## config.mk

```make
export PLATFORM = sky130hd
export DESIGN_NAME = vga_pixel_fetch_flat
export DESIGN_NICKNAME = d
export VERILOG_FILES = /design/src/rtl/vga_pixel_fetch_if.sv /design/src/rtl/vga_pixel_fetch.sv /design/src/flat_wrapper.sv
export SDC_FILE = /design/constraint.sdc
export NUM_CORES = 1
export LEC_CHECK = 0
export CAP_MARGIN = 20
export CORE_MARGIN = 8
export CORE_UTILIZATION = 53
export CTS_BUF_LIST = sky130_fd_sc_hd__clkbuf_8
export CTS_CLUSTER_SIZE = 16
export DETAILED_ROUTE_END_ITERATION = 16
export GPL_ROUTABILITY_DRIVEN = 0
export PLACE_DENSITY = 0.78
export SETUP_SLACK_MARGIN = 0.3
export SLEW_MARGIN = 25
export SYNTH_ARGS = -nofsm -noshare
export SYNTH_HDL_FRONTEND = slang
export SYNTH_SLANG_ARGS = --single-unit
```

## constraint.sdc

```tcl
create_clock -name clk -period 4 [get_ports clk]
set_clock_uncertainty 0.1 [all_clocks]
set_input_delay 1.2 -clock clk [delete_from_list [all_inputs] [get_ports clk]]
set_output_delay 1.2 -clock clk [all_outputs]
set_load 0.005 [all_outputs]
```

## src/rtl/vga_pixel_fetch_if.sv

```systemverilog
// Bundle between the VGA timing generator, the framebuffer RAM and the DAC pins.
// Latency: none, wires only.
// Backpressure: none; every signal is a free-running strobe or level.
interface vga_pixel_fetch_if;
  logic        req;
  logic        en;
  logic [9:0]  col;
  logic [9:0]  row;
  logic        hsync_in;
  logic        vsync_in;
  logic        mem_rd;
  logic [14:0] mem_addr;
  logic [7:0]  mem_rdata;
  logic [7:0]  rgb;
  logic        hsync;
  logic        vsync;

  // Generator/RAM/DAC side
  modport master (
    output req, en, col, row, hsync_in, vsync_in, mem_rdata,
    input  mem_rd, mem_addr, rgb, hsync, vsync
  );

  // Pixel fetch block side
  modport slave (
    input  req, en, col, row, hsync_in, vsync_in, mem_rdata,
    output mem_rd, mem_addr, rgb, hsync, vsync
  );
endinterface

```

## src/rtl/vga_pixel_fetch.sv

```systemverilog
// Framebuffer pixel source: 160x120 RGB332 scaled 4x4 onto the VGA visible area.
// Latency: fixed 2+MEM_LAT clocks from req to rgb/hsync/vsync, fetched or reused pixel.
// Backpressure: none; req is a free-running strobe and the RAM has fixed read latency.
module vga_pixel_fetch #(
  parameter int         H_START   = 49,
  parameter int         V_START   = 33,
  parameter int         FB_W      = 160,
  parameter int         FB_H      = 120,
  parameter int         MEM_LAT   = 2,     // 1 or 2 only, so a pixel retires before the next strobe
  parameter logic [7:0] BLANK_RGB = 8'h00
) (
  input  logic             clk,
  input  logic             rst_n,
  vga_pixel_fetch_if.slave bus
);

  typedef enum logic [1:0] {IDLE = 2'd0, ARM = 2'd1, RUN = 2'd2} state_t;

  state_t state, state_nxt;

  // Two's complement offsets; bit 10 set means left of / above the visible area.
  logic [10:0] dx, dy;
  logic [8:0]  x, y;
  logic [14:0] addr;
  logic        vis;
  logic        fetch;

  // Stage A: request captured one clock after the strobe.
  logic        a_vis, a_fetch, a_hs, a_vs;
  logic [14:0] a_addr;

  // Token marching alongside the RAM read; bit MEM_LAT marks the data-return clock.
  logic [MEM_LAT:0] tok;

  logic        last_valid;
  logic [14:0] last_addr;
  logic [7:0]  last_data;

  // Map the generator position to a framebuffer address and decide whether RAM must be read.
  always_comb begin
    dx    = {1'b0, bus.col} - 11'(H_START);
    dy    = {1'b0, bus.row} - 11'(V_START);
    x     = 9'(dx >> 2);
    y     = 9'(dy >> 2);
    // vsync_in low is never visible: such a pixel is blanked even in RUN.
    vis   = (state == RUN) && bus.en && bus.vsync_in && !dx[10] && !dy[10] &&
            (x < 9'(FB_W)) && (y < 9'(FB_H));
    addr  = 15'(y) * 15'(FB_W) + 15'(x);
    fetch = bus.req && vis && !(last_valid && (addr == last_addr));
  end

  // Frame state: arm on vsync low, start displaying on the vsync trailing edge.
  always_comb begin
    state_nxt = state;
    if (bus.req) begin
      case (state)
        IDLE:    if (!bus.vsync_in) state_nxt = ARM;
        ARM:     if (bus.vsync_in)  state_nxt = RUN;
        RUN:     state_nxt = RUN;
        default: state_nxt = IDLE;
      endcase
    end
  end

  // Frame state register.
  always_ff @(posedge clk or negedge rst_n) begin
    if (!rst_n) state <= IDLE;
    else        state <= state_nxt;
  end

  // Stage A capture and RAM read issue; mem_addr keeps the last address actually read.
  always_ff @(posedge clk or negedge rst_n) begin
    if (!rst_n) begin
      a_vis        <= 1'b0;
      a_fetch      <= 1'b0;
      a_hs         <= 1'b1;
      a_vs         <= 1'b1;
      a_addr       <= '0;
      tok          <= '0;
      bus.mem_rd   <= 1'b0;
      bus.mem_addr <= '0;
    end else begin
      tok        <= {tok[MEM_LAT-1:0], bus.req};
      bus.mem_rd <= fetch;
      if (fetch) bus.mem_addr <= addr;
      if (bus.req) begin
        a_vis   <= vis;
        a_fetch <= fetch;
        a_hs    <= bus.hsync_in;
        a_vs    <= bus.vsync_in;
        a_addr  <= addr;
      end
    end
  end

  // Capture returned RAM data and present colour together with its delayed syncs.
  always_ff @(posedge clk or negedge rst_n) begin
    if (!rst_n) begin
      last_valid <= 1'b0;
      last_addr  <= '0;
      last_data  <= '0;
      bus.rgb    <= BLANK_RGB;
      bus.hsync  <= 1'b1;
      bus.vsync  <= 1'b1;
    end else begin
      if (tok[MEM_LAT]) begin
        if (a_fetch) begin
          last_data  <= bus.mem_rdata;
          last_addr  <= a_addr;
          last_valid <= 1'b1;
        end
        bus.rgb   <= a_vis ? (a_fetch ? bus.mem_rdata : last_data) : BLANK_RGB;
        bus.hsync <= a_hs;
        bus.vsync <= a_vs;
      end
      // Each vsync forces a fresh read so RAM updates between frames show up.
      if (bus.req && !bus.vsync_in) last_valid <= 1'b0;
    end
  end

endmodule

```

## src/flat_wrapper.sv

```systemverilog
// flat-port wrapper written by rule: the top's interface ports become plain ports
module vga_pixel_fetch_flat 
#(
  parameter int         H_START   = 49,
  parameter int         V_START   = 33,
  parameter int         FB_W      = 160,
  parameter int         FB_H      = 120,
  parameter int         MEM_LAT   = 2,                                                              
  parameter logic [7:0] BLANK_RGB = 8'h00
)
  (clk, rst_n, bus_req, bus_en, bus_col, bus_row, bus_hsync_in, bus_vsync_in, bus_mem_rdata, bus_mem_rd, bus_mem_addr, bus_rgb, bus_hsync, bus_vsync);
  vga_pixel_fetch_if bus_i ();
  input  logic clk;
  input  logic rst_n;
  input wire logic [$bits(bus_i.req)-1:0] bus_req;
  input wire logic [$bits(bus_i.en)-1:0] bus_en;
  input wire logic [$bits(bus_i.col)-1:0] bus_col;
  input wire logic [$bits(bus_i.row)-1:0] bus_row;
  input wire logic [$bits(bus_i.hsync_in)-1:0] bus_hsync_in;
  input wire logic [$bits(bus_i.vsync_in)-1:0] bus_vsync_in;
  input wire logic [$bits(bus_i.mem_rdata)-1:0] bus_mem_rdata;
  output wire logic [$bits(bus_i.mem_rd)-1:0] bus_mem_rd;
  output wire logic [$bits(bus_i.mem_addr)-1:0] bus_mem_addr;
  output wire logic [$bits(bus_i.rgb)-1:0] bus_rgb;
  output wire logic [$bits(bus_i.hsync)-1:0] bus_hsync;
  output wire logic [$bits(bus_i.vsync)-1:0] bus_vsync;
  assign bus_i.req = bus_req;
  assign bus_i.en = bus_en;
  assign bus_i.col = bus_col;
  assign bus_i.row = bus_row;
  assign bus_i.hsync_in = bus_hsync_in;
  assign bus_i.vsync_in = bus_vsync_in;
  assign bus_i.mem_rdata = bus_mem_rdata;
  assign bus_mem_rd = bus_i.mem_rd;
  assign bus_mem_addr = bus_i.mem_addr;
  assign bus_rgb = bus_i.rgb;
  assign bus_hsync = bus_i.hsync;
  assign bus_vsync = bus_i.vsync;
  vga_pixel_fetch #(.H_START(H_START), .V_START(V_START), .FB_W(FB_W), .FB_H(FB_H), .MEM_LAT(MEM_LAT), .BLANK_RGB(BLANK_RGB)) u_core (.clk(clk), .rst_n(rst_n), .bus(bus_i));
endmodule
```

Yosys cells after proc, flatten, opt, wreduce, memory -nomap -nowiden
Cells that the tools add are included.

Register bits after elaboration: 74. Bits of input ports: 34.

$add $sub $neg: 3. Multiply operators: 1. Order comparisons: 2. Equality and inequality tests: 5. Mux-type cells: 8. Reductions and logical operators: 20.

Operator list (number): $sub 10x6->11 const B (2); $mux 8 (2); $add 15x9->15 (1); $eq 15x15->1 (1); $logic_and 1x1->1 (10); $mul 9x3->10 const B (1); $lt 9x7->1 const B (1); $lt 9x8->1 const B (1); $pmux 2 s3 (1); $logic_not 1->1 (4); $mux 2 (2); $ne 2x2->1 const B (2); $reduce_and 2->1 (2); $reduce_bool 2->1 (2); $mux 1 (3); $reduce_and 3->1 (1); $eq 2x1->1 const B (1); $eq 2x2->1 const B (1); $logic_not 2->1 (1).

Depth between registers and ports, before layout
Depth in word-level cells: 9. Depth in mapped cells: 19. Gate-level depth less buffers: 17.

Worst setup path before layout
Ideal clock, no wire load.

Path kind: input -> register. From: input port bus_row[1]. To: register u_core.bus.mem_addr[10]. Arrival: 5.026 ns. Setup slack: -1.251 ns. Cell stages on the path: 14. Path buffers: 1. Cell sequence: nor4_1 > nand2b_1 > xor2_1 > ha_1 > ha_1 > fa_1 > a211oi_1 > nor2_1 > nor2_1 > nand3_1 > xnor3_1 > o41a_1 > buf_6 > mux2_4.

Cells in the longest elaborated chain, start to end: 7. Elaborated cells between the ends (all ways): 13. Those cells by class: 2 x add/sub; 1 x mul; 1 x order compare; 1 x eq/ne; 8 x reduce/logical.

RTL lines: from (decl) (line flat_wrapper.sv:18) `input wire logic [$bits(bus_i.row)-1:0] bus_row;`; $sub 10x6->11 * (line vga_pixel_fetch.sv:42) `dy = {1'b0, bus.row} - 11'(V_START);`; $mul 9x3->10 or $logic_not 1->1 (tied branches) (line vga_pixel_fetch.sv:48, vga_pixel_fetch.sv:46); $add 15x9->15 or $logic_and 1x1->1 (tied branches) (line vga_pixel_fetch.sv:48, vga_pixel_fetch.sv:46); $eq 15x15->1 or $logic_and 1x1->1 (tied branches) (line vga_pixel_fetch.sv:49, vga_pixel_fetch.sv:46); $logic_and 1x1->1 (on tied branches) (line vga_pixel_fetch.sv:49, vga_pixel_fetch.sv:47); $logic_not 1->1 or $logic_and 1x1->1 (tied branches) (line vga_pixel_fetch.sv:49) `fetch = bus.req && vis && !(last_valid && (addr == last_addr));`; $logic_and 1x1->1 (line vga_pixel_fetch.sv:49); to (signal assigned) (line vga_pixel_fetch.sv:85) `if (fetch) bus.mem_addr <= addr;`; to (decl) (line vga_pixel_fetch_if.sv:27) `output mem_rd, mem_addr, rgb, hsync, vsync`.

Every way passes the cells marked *; elsewhere a longest branch is shown, timed or not. A chain may end at the register's enable or synchronous reset.

Worst setup path after layout
From: input port bus_row[2]. To: register u_core.bus.mem_addr[4].

Cells in the longest elaborated chain, start to end: 7. Elaborated cells between the ends (all ways): 13. Those cells by class: 2 x add/sub; 1 x mul; 1 x order compare; 1 x eq/ne; 8 x reduce/logical.

RTL lines (line): $sub 10x6->11 * (vga_pixel_fetch.sv:42); $mul 9x3->10 or $logic_not 1->1 (tied branches) (vga_pixel_fetch.sv:48, vga_pixel_fetch.sv:46); $add 15x9->15 or $logic_and 1x1->1 (tied branches) (vga_pixel_fetch.sv:48, vga_pixel_fetch.sv:46); $eq 15x15->1 or $logic_and 1x1->1 (tied branches) (vga_pixel_fetch.sv:49, vga_pixel_fetch.sv:46); $logic_and 1x1->1 (on tied branches) (vga_pixel_fetch.sv:49, vga_pixel_fetch.sv:47); $logic_not 1->1 or $logic_and 1x1->1 (tied branches) (vga_pixel_fetch.sv:49); $logic_and 1x1->1 * (vga_pixel_fetch.sv:49).

Marked as above.

==> results.yml <==
outcome:
  status: "complete, but fails checks"
  violations: "setup timing"
clock_network:
  cts_tree: "done"
  clk_latency_ns: 0.36
  cts-buffers-inserted: 9
  htreeDepth: 3
  hold_buffers: 0
  clk_pin_slew_worst_paths_ns: 0.08
  cts_buffer_depth: 2
  clock-sinks: 74
  cts_root_buf: "clkbuf_8"
timing:
  rsz0062_at_grt: "yes"
  max_slew_margin_pct: 39.4
  setup_violations: 22
  period_minus_slack_ns: 5.10
  tightest_slew_ns: 0.909
  timing.final.crit_share_pct: 127
  setup_ws_ns: -1.10
  holdWs_ns: 0.287
  finalHoldViolCount: 0
  max_freq_mhz: 196
  slew_violations: 0
setup_path:
  critPathBufInv: 5
  critPathCaptureType: "flip-flop"
  cp_slowest_cell: "fa_2"
  start_kind: "input port"
  cpPeakStageDelay_ns: 0.64
  cpMostUsedCell: "buf_12"
  path_delay_family: "compound AO/OA/AOI/OAI gates"
  crit_start: "bus_row[2]"
  crit_chain: "buf_8 -> nor4_4 -> buf_4 -> nor3_1 -> a21oi_1 -> xnor2_2 -> fa_2 -> inv_2 -> a211oi_4 -> xnor3_2 -> xor2_1 -> a311o_1 -> o41a_1 -> buf_12 -> buf_12 -> mux2_4"
  crit_required_ns: 4.14
  rr_startpoint: "u_core.last_addr[3]"
  worstSetupPathType: "input port to flip-flop"
  crit_arrival_ns: 5.24
  r2r_setup_slack_ns: 1.19
  cp_max_fo: 5
worst_hold_path:
  min_from: "u_core.tok[0]"
  min_path_type: "flip-flop to flip-flop"
global_route:
  grt_pass1_vias: 3853
  grt_max_degree: 75
  grt_pass1_wl_um: 18800
  grt_antenna_before_repair: 0
  grt_overflow: 0
  track_usage_pct: 20.9
detailed_routing:
  vias: 3740
  vias_per_cell: 5.82
  wire_per_inst_um: 21.1
  antenna_left: 0
  firstDrtPassIters: 5
  wl_um: 13600
  drt-initial-drc-count: 236
  drc: 0
power:
  p_per_area_mw_per_mm2: 511
  leakage_nw: 2.83
  clkPwrFrac_pct: 20.1
  share_comb_of_total_power_pct: 45.1
  seqPwrFrac_pct: 34.8
  p_sw_mw: 1.12
  max-vdd-ir-drop_mv: 0.386
  swShare_pct: 33.9
  p_int_mw: 2.19
logic_synthesis:
  syn_nets: 434
  avgSynthCellArea_um2: 11.1
  synthArstFlopShare_pct: 100
  synth.cells.most_frequent: "dfrtp_1, mux2_2, nor2_1"
  yosysWarnings: 0
  synth_flop_cell: "dfrtp_1"
  yosysSeqAreaShare_pct: 43.6
  synth_edf_count: 0
  synth_top_area_share_pct: 41.2
  ys_ff_latch: 74
  ys_top_cells_by_area: "dfrtp_1, mux2_2, xnor2_1, ha_1, mux2_4"
  syn_area_mm2: 0.00426
  yosysTopAreaCell: "dfrtp_1"
  synth_cells: 382
  yosysMostFrequentCell: "dfrtp_1"
  ys_types: 58
die:
  dieHeight_um: 106
  fp.coreArea_mm2: 0.00777
  die_area_mm2: 0.0112
  rows: 32
  die_w_um: 106
  initial_core_util_pct: 54.8
  ios: 60
placement:
  dp.final_hpwl_um: 7320
  pre_cts_slack_ns: -1.66
  port_buffers: 59
cells_and_area:
  drive_gt1_share_pct: 45.3
  nets: 588
  antenna_cells: 0
  num-fill-cells: 404
  ff_latch_area_mm2: 0.00186
  multi_input_comb_area_mm2: 0.00278
  area_growth_pct: 52.5
job:
  maxCapViolations: 0
state kept, by name, summed over array words and instances, names as in the netlist:
register / count
u_core.a_addr: 15
u_core.bus.mem_addr: 15
u_core.last_addr: 15
u_core.bus.rgb: 8
u_core.last_data: 8
u_core.tok: 3
u_core.state: 2
u_core.a_fetch: 1
u_core.a_hs: 1
u_core.a_vis: 1
u_core.a_vs: 1
u_core.bus.hsync: 1
u_core.bus.mem_rd: 1
u_core.bus.vsync: 1
u_core.last_valid: 1
layout make-up:
| cell class | count | share of cell area (%) |
|---|---|---|
| clock buffer | 9 | 1.91 |
| clock inverter | 7 | 1.56 |
| inverter | 15 | 0.868 |
| multi-input combinational | 279 | 42.9 |
| sequential | 74 | 28.6 |
| tap | 102 | 1.97 |
| timing repair buffer | 157 | 22.2 |
stage by stage:
stage	util, %	TNS (ns)	power (mW)	area, um2	cells
2_1_floorplan	-	-15.91	1.80	4380	382
3_5_place_dp	71.6	-30.43	2.31	5560	600
5_1_grt	83.5	-20.43	3.46	6490	643
6_report	83.5	-18.51	3.31	6490	643
4_1_cts	79.5	-15.99	3.10	6170	635
3_3_place_gp	71.5	-26.96	2.25	5560	600
worst register-to-register path, stage by stage (launching register included):
cell and delay [ns]:
dfrtp_1 0.40, xnor2_1 0.24, and3_1 0.20, o21ai_0 0.14, a2111oi_4 0.40, o2111ai_2 0.23
o41a_1 0.40, buf_12 0.16, buf_12 0.14, mux2_4 0.29
layer usage:
layer	routed length (um)	track usage, %
met5	0	0
met4	512	7.44
met3	916	6.33
met2	6950	35.4
met1	5200	24.6
layout by cell type, fill, tap and decap left out, types with 8 or more instances in the layout:
master,netlist,routed
nor2_1,34,25
buf_4,0,80
clkdlybuf4s50_1,0,47
buf_6,1,16
clkbuf_8,0,9
xnor2_1,27,20
dfrtp_1,70,70
mux2_2,34,34
a21oi_1,22,13
xor2_1,11,8
mux2i_1,9,9
ha_1,16,10
o22ai_1,9,9
inv_1,15,14
a21oi_2,0,9
o21ai_0,10,8
nand2_1,13,11
mux2_4,9,9
repair_timing:
| action | in CTS | in global routing |
|---|---|---|
| setup endpoints to repair | 24 | 23 |
| pin swaps | 29 | 32 |
| hold endpoints to repair | 0 | 0 |
| buffers inserted | 19 | 8 |
| gates resized for setup | 79 | 53 |
cells by family after synthesis:
kind of cell               share of synthesized area [%]
and+or+nand+nor                                     12.8
DFF                                                 43.6
AOI/OAI and AO/OA                                   9.79
adders and majority gates                           5.65
buffers and inverters                               3.00
muxes                                               14.3
xor gates and xnor gates                            10.8
path summary, 6_finish.rpt:
path / end / cells past startpoint
max: u_core.bus.mem_addr[4] / 16
min: u_core.tok[1] / 0
max reg2reg: u_core.bus.mem_addr[4] / 9
min reg2reg: u_core.tok[1] / 0
max in group asynchronous: u_core.a_addr[7] / 1
min in group asynchronous: u_core.bus.mem_addr[10] / 1
power by group through the flow:
| stage | Combinational [mW] | Sequential, mW | Clock [mW] |
|---|---|---|---|
| floorplan | 0.697 | 1.10 | 0 |
| global placement | 1.12 | 1.12 | 0 |
| detailed placement | 1.17 | 1.14 | 0 |
| CTS | 1.31 | 1.13 | 0.663 |
| global route | 1.58 | 1.18 | 0.701 |
| finish | 1.49 | 1.15 | 0.664 |
Note: power is estimated with default switching activity, not from simulation.
